## config.mk

```make
export PLATFORM = sky130hd
export DESIGN_NAME = uart_tx_fifo_flat
export DESIGN_NICKNAME = d
export VERILOG_FILES = /design/src/rtl/uart_tx_fifo_if.sv /design/src/rtl/uart_tx_fifo.sv /design/src/flat_wrapper.sv
export SDC_FILE = /design/constraint.sdc
export NUM_CORES = 1
export LEC_CHECK = 0
export CAP_MARGIN = 20
export CORE_ASPECT_RATIO = 1.5
export CORE_MARGIN = 2
export CORE_UTILIZATION = 35
export DETAILED_ROUTE_END_ITERATION = 8
export HOLD_SLACK_MARGIN = 0.06
export MAX_ROUTING_LAYER = met4
export SETUP_SLACK_MARGIN = 0.02
export SLEW_MARGIN = 20
export SYNTH_ARGS = -nofsm -noshare
export SYNTH_HDL_FRONTEND = slang
export SYNTH_SLANG_ARGS = --single-unit
```

## constraint.sdc

```tcl
create_clock -name clk -period 12.05 [get_ports clk]
set_input_delay 3.615 -clock clk [delete_from_list [all_inputs] [get_ports clk]]
set_output_delay 3.615 -clock clk [all_outputs]
set_load 0.1 [all_outputs]
```

## src/rtl/uart_tx_fifo_if.sv

```systemverilog
// Producer/uart-side signal bundle for uart_tx_fifo.
// The slave modport is the FIFO's view; master is the producer plus the uart.
interface uart_tx_fifo_if #(
    parameter int ADDR_W = 4
);
    logic [7:0]      wr_data;
    logic            wr_en;
    logic            full;
    logic            empty;
    logic [ADDR_W:0] level;
    logic            overflow;
    logic [7:0]      tx_byte;
    logic            send_request;
    logic            busy;

    modport slave (
        input  wr_data, wr_en, busy,
        output full, empty, level, overflow, tx_byte, send_request
    );

    modport master (
        output wr_data, wr_en, busy,
        input  full, empty, level, overflow, tx_byte, send_request
    );
endinterface

```

## src/rtl/uart_tx_fifo.sv

```systemverilog
// Byte FIFO in front of the uart transmitter: buffers producer writes and feeds
// the uart one byte per send_request/busy handshake.
//
// state   | meaning
// --------+---------------------------------------------------------------
// IDLE    | waiting for a queued byte and busy low; pops and requests
// WAIT_HI | request issued, waiting for busy to rise (bounded by timeout)
// WAIT_LO | uart transmitting, waiting for busy to fall
module uart_tx_fifo #(
    parameter int DEPTH        = 16,
    parameter int ADDR_W       = 4,
    parameter int BUSY_TIMEOUT = 16
) (
    input  logic         clk,
    input  logic         rst,
    uart_tx_fifo_if.slave bus
);
    localparam int TMR_W = (BUSY_TIMEOUT > 1) ? $clog2(BUSY_TIMEOUT) : 1;
    localparam logic [TMR_W-1:0]  TMR_LAST  = TMR_W'(BUSY_TIMEOUT - 1);
    localparam logic [ADDR_W:0]   LVL_FULL  = (ADDR_W+1)'(DEPTH);

    typedef enum logic [1:0] {
        S_IDLE    = 2'd0,
        S_WAIT_HI = 2'd1,
        S_WAIT_LO = 2'd2
    } state_t;

    state_t            state_q, state_d;
    logic [7:0]        mem_q [DEPTH];
    logic [7:0]        mem_d [DEPTH];
    logic [ADDR_W-1:0] wr_ptr_q, wr_ptr_d;
    logic [ADDR_W-1:0] rd_ptr_q, rd_ptr_d;
    logic [ADDR_W:0]   level_q, level_d;
    logic [7:0]        tx_byte_q, tx_byte_d;
    logic              send_req_q, send_req_d;
    logic              overflow_q, overflow_d;
    logic [TMR_W-1:0]  timer_q, timer_d;

    logic full, empty, push, pop;

    assign full  = (level_q == LVL_FULL);
    assign empty = (level_q == '0);
    // full is the registered value, so a pop on the same edge never frees room
    assign push  = bus.wr_en && !full;

    always_comb begin
        state_d    = state_q;
        rd_ptr_d   = rd_ptr_q;
        tx_byte_d  = tx_byte_q;
        send_req_d = 1'b0;
        timer_d    = timer_q;
        pop        = 1'b0;
        case (state_q)
            S_IDLE: begin
                if (!empty && !bus.busy) begin
                    pop        = 1'b1;
                    tx_byte_d  = mem_q[rd_ptr_q];
                    rd_ptr_d   = rd_ptr_q + ADDR_W'(1);
                    send_req_d = 1'b1;
                    timer_d    = '0;
                    state_d    = S_WAIT_HI;
                end
            end
            S_WAIT_HI: begin
                if (bus.busy) begin
                    state_d = S_WAIT_LO;
                end else if (timer_q == TMR_LAST) begin
                    state_d = S_IDLE;
                end else begin
                    timer_d = timer_q + TMR_W'(1);
                end
            end
            S_WAIT_LO: begin
                if (!bus.busy) begin
                    state_d = S_IDLE;
                end
            end
            default: state_d = S_IDLE;
        endcase
    end

    always_comb begin
        mem_d      = mem_q;
        wr_ptr_d   = wr_ptr_q;
        overflow_d = bus.wr_en && full;
        if (push) begin
            mem_d[wr_ptr_q] = bus.wr_data;
            wr_ptr_d        = wr_ptr_q + ADDR_W'(1);
        end
        case ({push, pop})
            2'b10:   level_d = level_q + (ADDR_W+1)'(1);
            2'b01:   level_d = level_q - (ADDR_W+1)'(1);
            default: level_d = level_q;
        endcase
    end

    always_ff @(posedge clk or posedge rst) begin
        if (rst) begin
            state_q    <= S_IDLE;
            wr_ptr_q   <= '0;
            rd_ptr_q   <= '0;
            level_q    <= '0;
            tx_byte_q  <= '0;
            send_req_q <= 1'b0;
            overflow_q <= 1'b0;
            timer_q    <= '0;
            for (int i = 0; i < DEPTH; i++) begin
                mem_q[i] <= '0;
            end
        end else begin
            state_q    <= state_d;
            wr_ptr_q   <= wr_ptr_d;
            rd_ptr_q   <= rd_ptr_d;
            level_q    <= level_d;
            tx_byte_q  <= tx_byte_d;
            send_req_q <= send_req_d;
            overflow_q <= overflow_d;
            timer_q    <= timer_d;
            mem_q      <= mem_d;
        end
    end

    assign bus.full         = full;
    assign bus.empty        = empty;
    assign bus.level        = level_q;
    assign bus.overflow     = overflow_q;
    assign bus.tx_byte      = tx_byte_q;
    assign bus.send_request = send_req_q;
endmodule

```

## src/flat_wrapper.sv

```systemverilog
// flat-port wrapper written by rule: the top's interface ports become plain ports
module uart_tx_fifo_flat 
#(
    parameter int DEPTH        = 16,
    parameter int ADDR_W       = 4,
    parameter int BUSY_TIMEOUT = 16
)
  (clk, rst, bus_wr_data, bus_wr_en, bus_busy, bus_full, bus_empty, bus_level, bus_overflow, bus_tx_byte, bus_send_request);
  uart_tx_fifo_if #(.ADDR_W(ADDR_W)) bus_i ();
  input  logic clk;
  input  logic rst;
  input wire logic [$bits(bus_i.wr_data)-1:0] bus_wr_data;
  input wire logic [$bits(bus_i.wr_en)-1:0] bus_wr_en;
  input wire logic [$bits(bus_i.busy)-1:0] bus_busy;
  output wire logic [$bits(bus_i.full)-1:0] bus_full;
  output wire logic [$bits(bus_i.empty)-1:0] bus_empty;
  output wire logic [$bits(bus_i.level)-1:0] bus_level;
  output wire logic [$bits(bus_i.overflow)-1:0] bus_overflow;
  output wire logic [$bits(bus_i.tx_byte)-1:0] bus_tx_byte;
  output wire logic [$bits(bus_i.send_request)-1:0] bus_send_request;
  assign bus_i.wr_data = bus_wr_data;
  assign bus_i.wr_en = bus_wr_en;
  assign bus_i.busy = bus_busy;
  assign bus_full = bus_i.full;
  assign bus_empty = bus_i.empty;
  assign bus_level = bus_i.level;
  assign bus_overflow = bus_i.overflow;
  assign bus_tx_byte = bus_i.tx_byte;
  assign bus_send_request = bus_i.send_request;
  uart_tx_fifo #(.DEPTH(DEPTH), .ADDR_W(ADDR_W), .BUSY_TIMEOUT(BUSY_TIMEOUT)) u_core (.clk(clk), .rst(rst), .bus(bus_i));
endmodule
```

### Word level (Yosys, flattened, before mapping)

Index checks and enable logic that the tools add are counted.

| operators by class | value |
|---|---|
| add/subtract/negate cells | 5 |
| $lt $le $gt $ge | 3 |
| equal/unequal tests | 11 |
| mux-type cells | 18 |
| bitwise logic cells | 2 |
| reduce and logical (&&, ||, !) cells | 14 |

Operators by type and width:

| cell | count |
|---|---|
| 128-bit bitwise mux | 1 |
| 8-bit binary-select mux with 4-bit select | 1 |
| 8-bit demux with 4-bit select | 1 |
| 8-bit 2-to-1 mux | 3 |
| 4-bit by 1-bit adder with 4-bit output (second input constant) | 3 |
| 4-bit 2-to-1 mux | 3 |
| 5-bit greater-or-equal comparator (second input constant) | 2 |
| 4-bit inverter with 5-bit output | 2 |
| 5-bit one-hot mux with 2 select lines | 1 |
| 2-bit 2-to-1 mux | 4 |
| 4-bit one-hot mux with 2 select lines | 1 |
| 2-bit != test (second input constant) | 3 |
| 2-bit one-hot mux with 3 select lines | 1 |
| 5-bit by 1-bit adder with 5-bit output (second input constant) | 1 |
| 5-bit equality test (second input constant) | 1 |
| 5-bit logical NOT | 1 |
| 5-bit by 1-bit less-than comparator with 1-bit output (second input constant) | 1 |
| 5-bit by 1-bit subtractor with 5-bit output (second input constant) | 1 |
| 2-bit by 1-bit equality test with 1-bit output (second input constant) | 2 |
| 2-bit equality test (second input constant) | 2 |
| 4-bit equality test (second input constant) | 1 |
| 1-bit logical AND | 4 |
| 4-bit AND reduction | 1 |
| 2-bit nonzero test | 2 |
| other kinds (7) | 10 |

| word-level totals | value |
|---|---|
| register bits after elaboration | 157 |
| bits of input ports | 12 |
| output and inout bits | 17 |
| logic and storage cells | 77 |

### Longest topological paths before layout

| depth | value |
|---|---|
| depth in word-level cells | 7 |
| gate-level depth with buffers | 11 |
| depth with buffers taken out | 10 |

### Worst setup path before layout

No wires, ideal clock.

| path | value |
|---|---|
| path kind | input-to-reg |
| start | input port bus_busy |
| end | register u_core.level_q[4] (netlist: u_core.bus.level[4]) |
| library setup time | 0.160 ns |
| data arrival time | 6.227 ns |
| data required time | 11.890 ns |
| setup slack | 5.663 ns |
| stages | 11 |
| path buffers | 1 |
| path through | or2_2 > a211oi_2 > clkbuf_1 > ha_1 > inv_1 > fa_1 > nor2b_1 > o21ai_0 > nand3_1 > or3b_2 > xnor2_1 |

| on the way | value |
|---|---|
| word-level cells in the longest chain between the ends | 6 |
| elaborated cells between the ends (all ways) | 8 |
| classes of those cells | eq/ne: 2; mux: 3; reduce/logical: 3 |

Ends and longest elaborated chain:

| element | line | source |
|---|---|---|
| from (decl) | flat_wrapper.sv:14 | `input wire logic [$bits(bus_i.busy)-1:0] bus_busy;` |
| 1-bit logical NOT (*) | uart_tx_fifo.sv:55 | `if (!empty && !bus.busy) begin` |
| 1-bit logical AND (*) | uart_tx_fifo.sv:55 |  |
| 1-bit 2-to-1 mux (*) | uart_tx_fifo.sv:55 |  |
| 1-bit 2-to-1 mux (*) | uart_tx_fifo.sv:53 | `case (state_q)` |
| via u_core.pop | uart_tx_fifo.sv:39 | `logic full, empty, push, pop;` |
| 2-bit by 1-bit equality test with 1-bit output / 2-bit equality test (equally long branches) | uart_tx_fifo.sv:90 | `case ({push, pop})` |
| 5-bit one-hot mux with 2 select lines / 2-bit nonzero test (equally long branches) | n/a |  |
| to (signal assigned) | uart_tx_fifo.sv:114 | `level_q <= level_d;` |
| to (decl) | uart_tx_fifo.sv:33 | `logic [ADDR_W:0] level_q, level_d;` |

Mark *: on every way through the listed nets, which the timed path passes. The rest lies on a longest branch.
A chain may end at the register's enable or synchronous reset.

### Final worst setup path

| path | value |
|---|---|
| start | input port bus_busy |
| end | register u_core.level_q[4] (netlist: u_core.bus.level[4]) |

| on the way | value |
|---|---|
| word-level cells in the longest chain between the ends | 6 |
| elaborated cells between the ends (all ways) | 8 |
| classes of those cells | eq/ne: 2; mux: 3; reduce/logical: 3 |

Ends and longest elaborated chain:

| element | line |
|---|---|
| 1-bit logical NOT (*) | uart_tx_fifo.sv:55 |
| 1-bit logical AND (*) | uart_tx_fifo.sv:55 |
| 1-bit 2-to-1 mux (*) | uart_tx_fifo.sv:55 |
| 1-bit 2-to-1 mux (*) | uart_tx_fifo.sv:53 |
| 2-bit by 1-bit equality test with 1-bit output / 2-bit equality test (equally long branches) | uart_tx_fifo.sv:90 |
| 5-bit one-hot mux with 2 select lines / 2-bit nonzero test (equally long branches) | n/a |

Mark *: on every way between the ends. The rest lies on a longest branch, timed or not.

==> out/results.md <==
| Step | Item | Value |
|:---|:---|:---|
| status | Status | completed |
| global route | Vias in the first global route | 4413 |
| clock tree | Depth of the CTS H-tree | 4 |
| yosys | Count of yosys warnings during synthesis | 0 |
| yosys | Portion of synthesized cell area occupied by the leading cell type | 0.5435 |
| clock tree | Count of hold-fix buffers inserted at cts | 0 |
| floorplanning | Die Height | 180.0 um |
| yosys | Most frequent cells after synthesis | 157 x dfrtp_1, 135 x mux2_2, 32 x mux4_2, 16 x o22ai_1, 13 x clkbuf_1 |
| placed design | IO buf count | 28 |
| clock tree | Clock sinks | 157 |
| critical path | Depth of the most critical reg-to-reg path | 10 |
| critical path | Sequence of cells on the critical path | clkdlybuf4s50_1 -> or2_2 -> a211oi_4 -> buf_4 -> ha_1 -> inv_1 -> fa_1 -> nor2b_1 -> o21ai_0 -> nand3_1 -> or3b_2 -> xnor2_1 |
| critical path | Kind of critical path | in2reg |
| drt | Mean number of vias per cell | 5.142 |
| global route | Global-route wire length before repair | 24930 um |
| global route | Maximum number of pins on one net before global-route repair | 88 |
| finish | Fraction of final layout cells with drive strength greater than 1 | 0.4481 |
| sta | RSZ-0062 raised after global routing | no |
| yosys | Async S/R FF share, synth | 1.000 |
| pwr | Pwr per Cell Area | 300.6 mW/mm^2 |
| critical path | Critical Path End Type | flop |
| clock tree | Count of cells resized by post-cts repair | 0 |
| finish | Filler-free cell count of the finished design | 775 |
| clock tree | Setup fix buffers added after clock tree synthesis | 0 |
| global route | Grt met2 use | 0.2596 |
| global route | Global routing usage on met3 | 0.02253 |
| critical path | Highest-delay cell along the critical path | or3b_2 |
| floorplanning | Core area | 0.02034 mm^2 |
| pwr | Maximum ir drop on the vdd rail | 0.1124 mV |
| yosys | Post-Synthesis Mean Instance Area | 15.28 um^2 |
| floorplanning | Horizontal die dimension | 121.3 um |
| global route | Aggregate global routing overflow | 0 |
| clock tree | Clock tree from TritonCTS | yes |
| global route | Met1 track demand over resource | 0.1865 |
| sta | Setup clock skew after layout | 0.01604 ns |
| min path | Hold Path Sink | u_core.mem_q[88] |
| yosys | Post-Syn Nets | 496 |
| pwr | Net switching fraction of the power | 0.3744 |
| finish | Final std cell area, no fill | 0.008368 mm^2 |
| pwr | Switching power total | 0.0009418 W |
| sta | Setup Total Neg Slack | 0 ns |
| finish | Layout overhead on the synthesized area | 15.77% |
| sta | Worst Tran Pin Value | 1.036 ns |
| critical path | Slack of the worst reg-to-reg path | 8.42 ns |
| critical path | Buf/Inv on CP | 3 |
| clock tree | Worst skew pair latency | 0.43 ns |
| flow run | Number of violations of the max-capacitance limit | 0 |
| critical path | Arrival @ worst endpoint | 6.68 ns |
| sta | Count of final max-slew check failures | 0 |
| critical path | Crit Reg-Reg Startpoint | u_core.bus.level[1] |
| floorplanning | Num rows | 64 |
| critical path | Endpoint of the lowest-slack register-to-register path | u_core.bus.level[4] |
| clock tree | Number of buffers between clock root and the deepest sink | 2 |
| drt | Antenna-violating nets left | 0 |
| yosys | Post-synthesis sequential element count | 157 |
| critical path | Max FO, Critical Path | 27 |
| finish | Fillcell total | 1907 |
| yosys | Most frequently used flop master after synthesis | dfrtp_1 |
| finish | Core utilization of the finished layout | 0.4114 |
| drt | Detailed-route wire length | 14960 um |
| sta | Maximum achievable frequency | 156.7 MHz |
| global route | Routing layer with the top usage in global route | met2 |
| finish | Number of nets in the layout | 521 |
| yosys | Top post-synthesis cells by area | dfrtp_1 54%, mux2_2 21%, mux4_2 10% |
| placed design | Placed insts | 743 |
| drt | Number of remaining DRC errors | 0 |
| placed design | RD Place Congestion | 0.7662 |
| pwr | Power share of the sequential group | 0.388 |
| sta | Count of final hold-check violations | 0 |
| placed design | Post-DP HPWL | 9880 um |
| yosys | Netlist cell types | 42 |
| global route | Initial antenna violation count | 0 |
| critical path | Type of origin of the critical path | input port |
| pwr | Combinational group share of total power | 0.398 |
| drt | WL/cell | 19.31 um |
| sta | Rel. slew slack | 0.3074 |
| yosys | Cell type with the highest aggregate area in the netlist | dfrtp_1 |
| drt | Detailed Route Iter0 Violations | 144 |
| yosys | Count leader, synth | dfrtp_1 |
| floorplanning | Number of I/O pins | 29 |
| yosys | Total standard cell area after synthesis | 0.007228 mm^2 |
| pwr | Relative contribution of the clock network to total power | 0.214 |
| min path | Worst Hold Launch | u_core.mem_q[88] |
| drt | First-pass iteration count of the detailed router | 4 |
| finish | Antenna cells | 0 |
| sta | Final Setup Violations | 0 |
| floorplanning | Area of the die | 0.02184 mm^2 |
| drt | Count of vias placed by the detailed router | 3985 |
| yosys | Number of enable-type register cells in the synthesized netlist | 0 |
| min path | Number of cells on the worst hold path | 1 |
| critical path | CP max stage delay | 0.45 ns |
| pwr | Int Pwr | 0.001574 W |
| clock tree | Clock root buffer master | clkbuf_16 |
| global route | All-layer global routing usage | 0.1537 |
| floorplanning | Starting utilization of the core area | 0.3554 |
| critical path | CP Data Required Time | 12.35 ns |
| clock tree | Register clock-pin slew on the reported worst setup and hold paths | 0.07 ns |
| sta | Worst hold slack | 0.4929 ns |
| yosys | Register area share after synthesis | 0.5435 |
| sta | Final worst-path cycle share | 0.5295 |
| pwr | Static Leak | 3.548 nW |
| min path | Class of the tightest hold or removal check | reg2reg |
| critical path | Largest delay contributor family on the critical path | simple AND/OR/NAND/NOR gates |
| clock tree | Number of buffers inserted during clock tree synthesis | 17 |
| placed design | Post-detailed-placement cell area | 0.007764 mm^2 |
| yosys | Instance count of the mapped netlist | 473 |
| sta | Crit path time final | 6.380 ns |
[routing by layer]
layer | vias to the layer above | part of all wire
li1 | 1804 | -
met1 | 2136 | 0.42
met2 | 31 | 0.54
met3 | 14 | 0.014
met4 | 0 | 0.018
met5 | - | 0
[worst register-to-register path, delay by kind of cell, from the launching register on]
| kind | cells | cell delay [ns] |
|---|---|---|
| and+or+nand+nor | 4 | 1.28 |
| adders and majority gates | 2 | 0.78 |
| DFF | 1 | 0.46 |
| AOI/OAI and AO/OA | 2 | 0.74 |
| xor gates and xnor gates | 1 | 0.13 |
| buffers and inverters | 1 | 0.11 |
[power groups by stage]
stage | Clock (W) | Combinational, W | Sequential, W
6_report | 0.000538 | 0.00100 | 0.000976
5_1_grt | 0.000576 | 0.00108 | 0.00101
4_1_cts | 0.000552 | 0.00101 | 0.000977
3_5_place_dp | 0 | 0.00101 | 0.000987
3_3_place_gp | 0 | 0.000987 | 0.000965
2_1_floorplan | 0 | 0.000704 | 0.00105
[cell usage in the layout, fill, tap and decap left out, types with 2 or more instances in the layout]
master	Yosys	layout
dfrtp_1	157	155
mux2_2	135	135
mux4_2	32	32
clkdlybuf4s50_1	0	28
clkbuf_16	0	17
o22ai_1	16	16
a21oi_1	10	10
xnor2_1	10	10
ha_1	10	10
inv_1	10	9
nor2_1	8	8
nand2_1	8	8
inv_6	0	6
nand2_4	4	4
nand2_2	4	4
nand3_4	4	4
o21ai_0	4	4
xor2_1	4	4
nor3_2	3	3
nand3_1	3	3
mux2_1	3	3
inv_8	0	3
or2_2	2	2
nand4_1	2	2
nor3_1	2	2
clkinvlp_4	0	2
clkinv_8	0	2
clkinv_4	0	2
buf_4	0	2
[metrics by stage]
step	worst slack (ns)	total power [W]
2_1_floorplan	4.200	0.001752
3_3_place_gp	5.374	0.001952
3_5_place_dp	5.246	0.001999
4_1_cts	5.685	0.002544
5_1_grt	5.488	0.002663
6_report	5.670	0.002516
[flip-flops by register name (all words and copies together), names as in the netlist]
name                     flops
u_core.bus.level             5
u_core.rd_ptr_q              4
u_core.wr_ptr_q              4
u_core.mem_q               128
u_core.bus.overflow          1
u_core.timer_q               4
u_core.bus.send_request      1
u_core.bus.tx_byte           8
u_core.state_q               2
[how the worst max path moves through the flow]
stage                   startpoint             endpoint  slack [ns]  depth (start not counted)
2_1_floorplan                  rst  u_core.bus.level[0]        4.20                          1
3_3_place_gp              bus_busy  u_core.bus.level[4]        5.37                         12
3_5_place_dp              bus_busy  u_core.bus.level[4]        5.25                         12
4_1_cts        u_core.bus.level[1]             bus_full        5.69                          3
5_1_grt                   bus_busy  u_core.bus.level[4]        5.49                         12
6_report                  bus_busy  u_core.bus.level[4]        5.67                         12
[logic make-up after synthesis]
kind of cell,after synthesis,share of synthesized area
fa+ha+maj,11,0.02008
simple gates,51,0.05401
xor+xnor,14,0.01696
mux,171,0.3161
buf+inv,35,0.02077
compound gates,34,0.02856
flops,157,0.5435
[area by class of cell]
type	instances	area, um^2	area share
inverters	10	42.54	0.005084
flip-flops and latches	157	3934	0.4701
multi-input cells	281	3157	0.3772
clock inverters	15	172.7	0.02063
well taps	264	330.3	0.03947
clock buffers	17	425.4	0.05084
repair buffers	31	306.5	0.03663
Note: power is estimated with default switching activity, not from simulation.
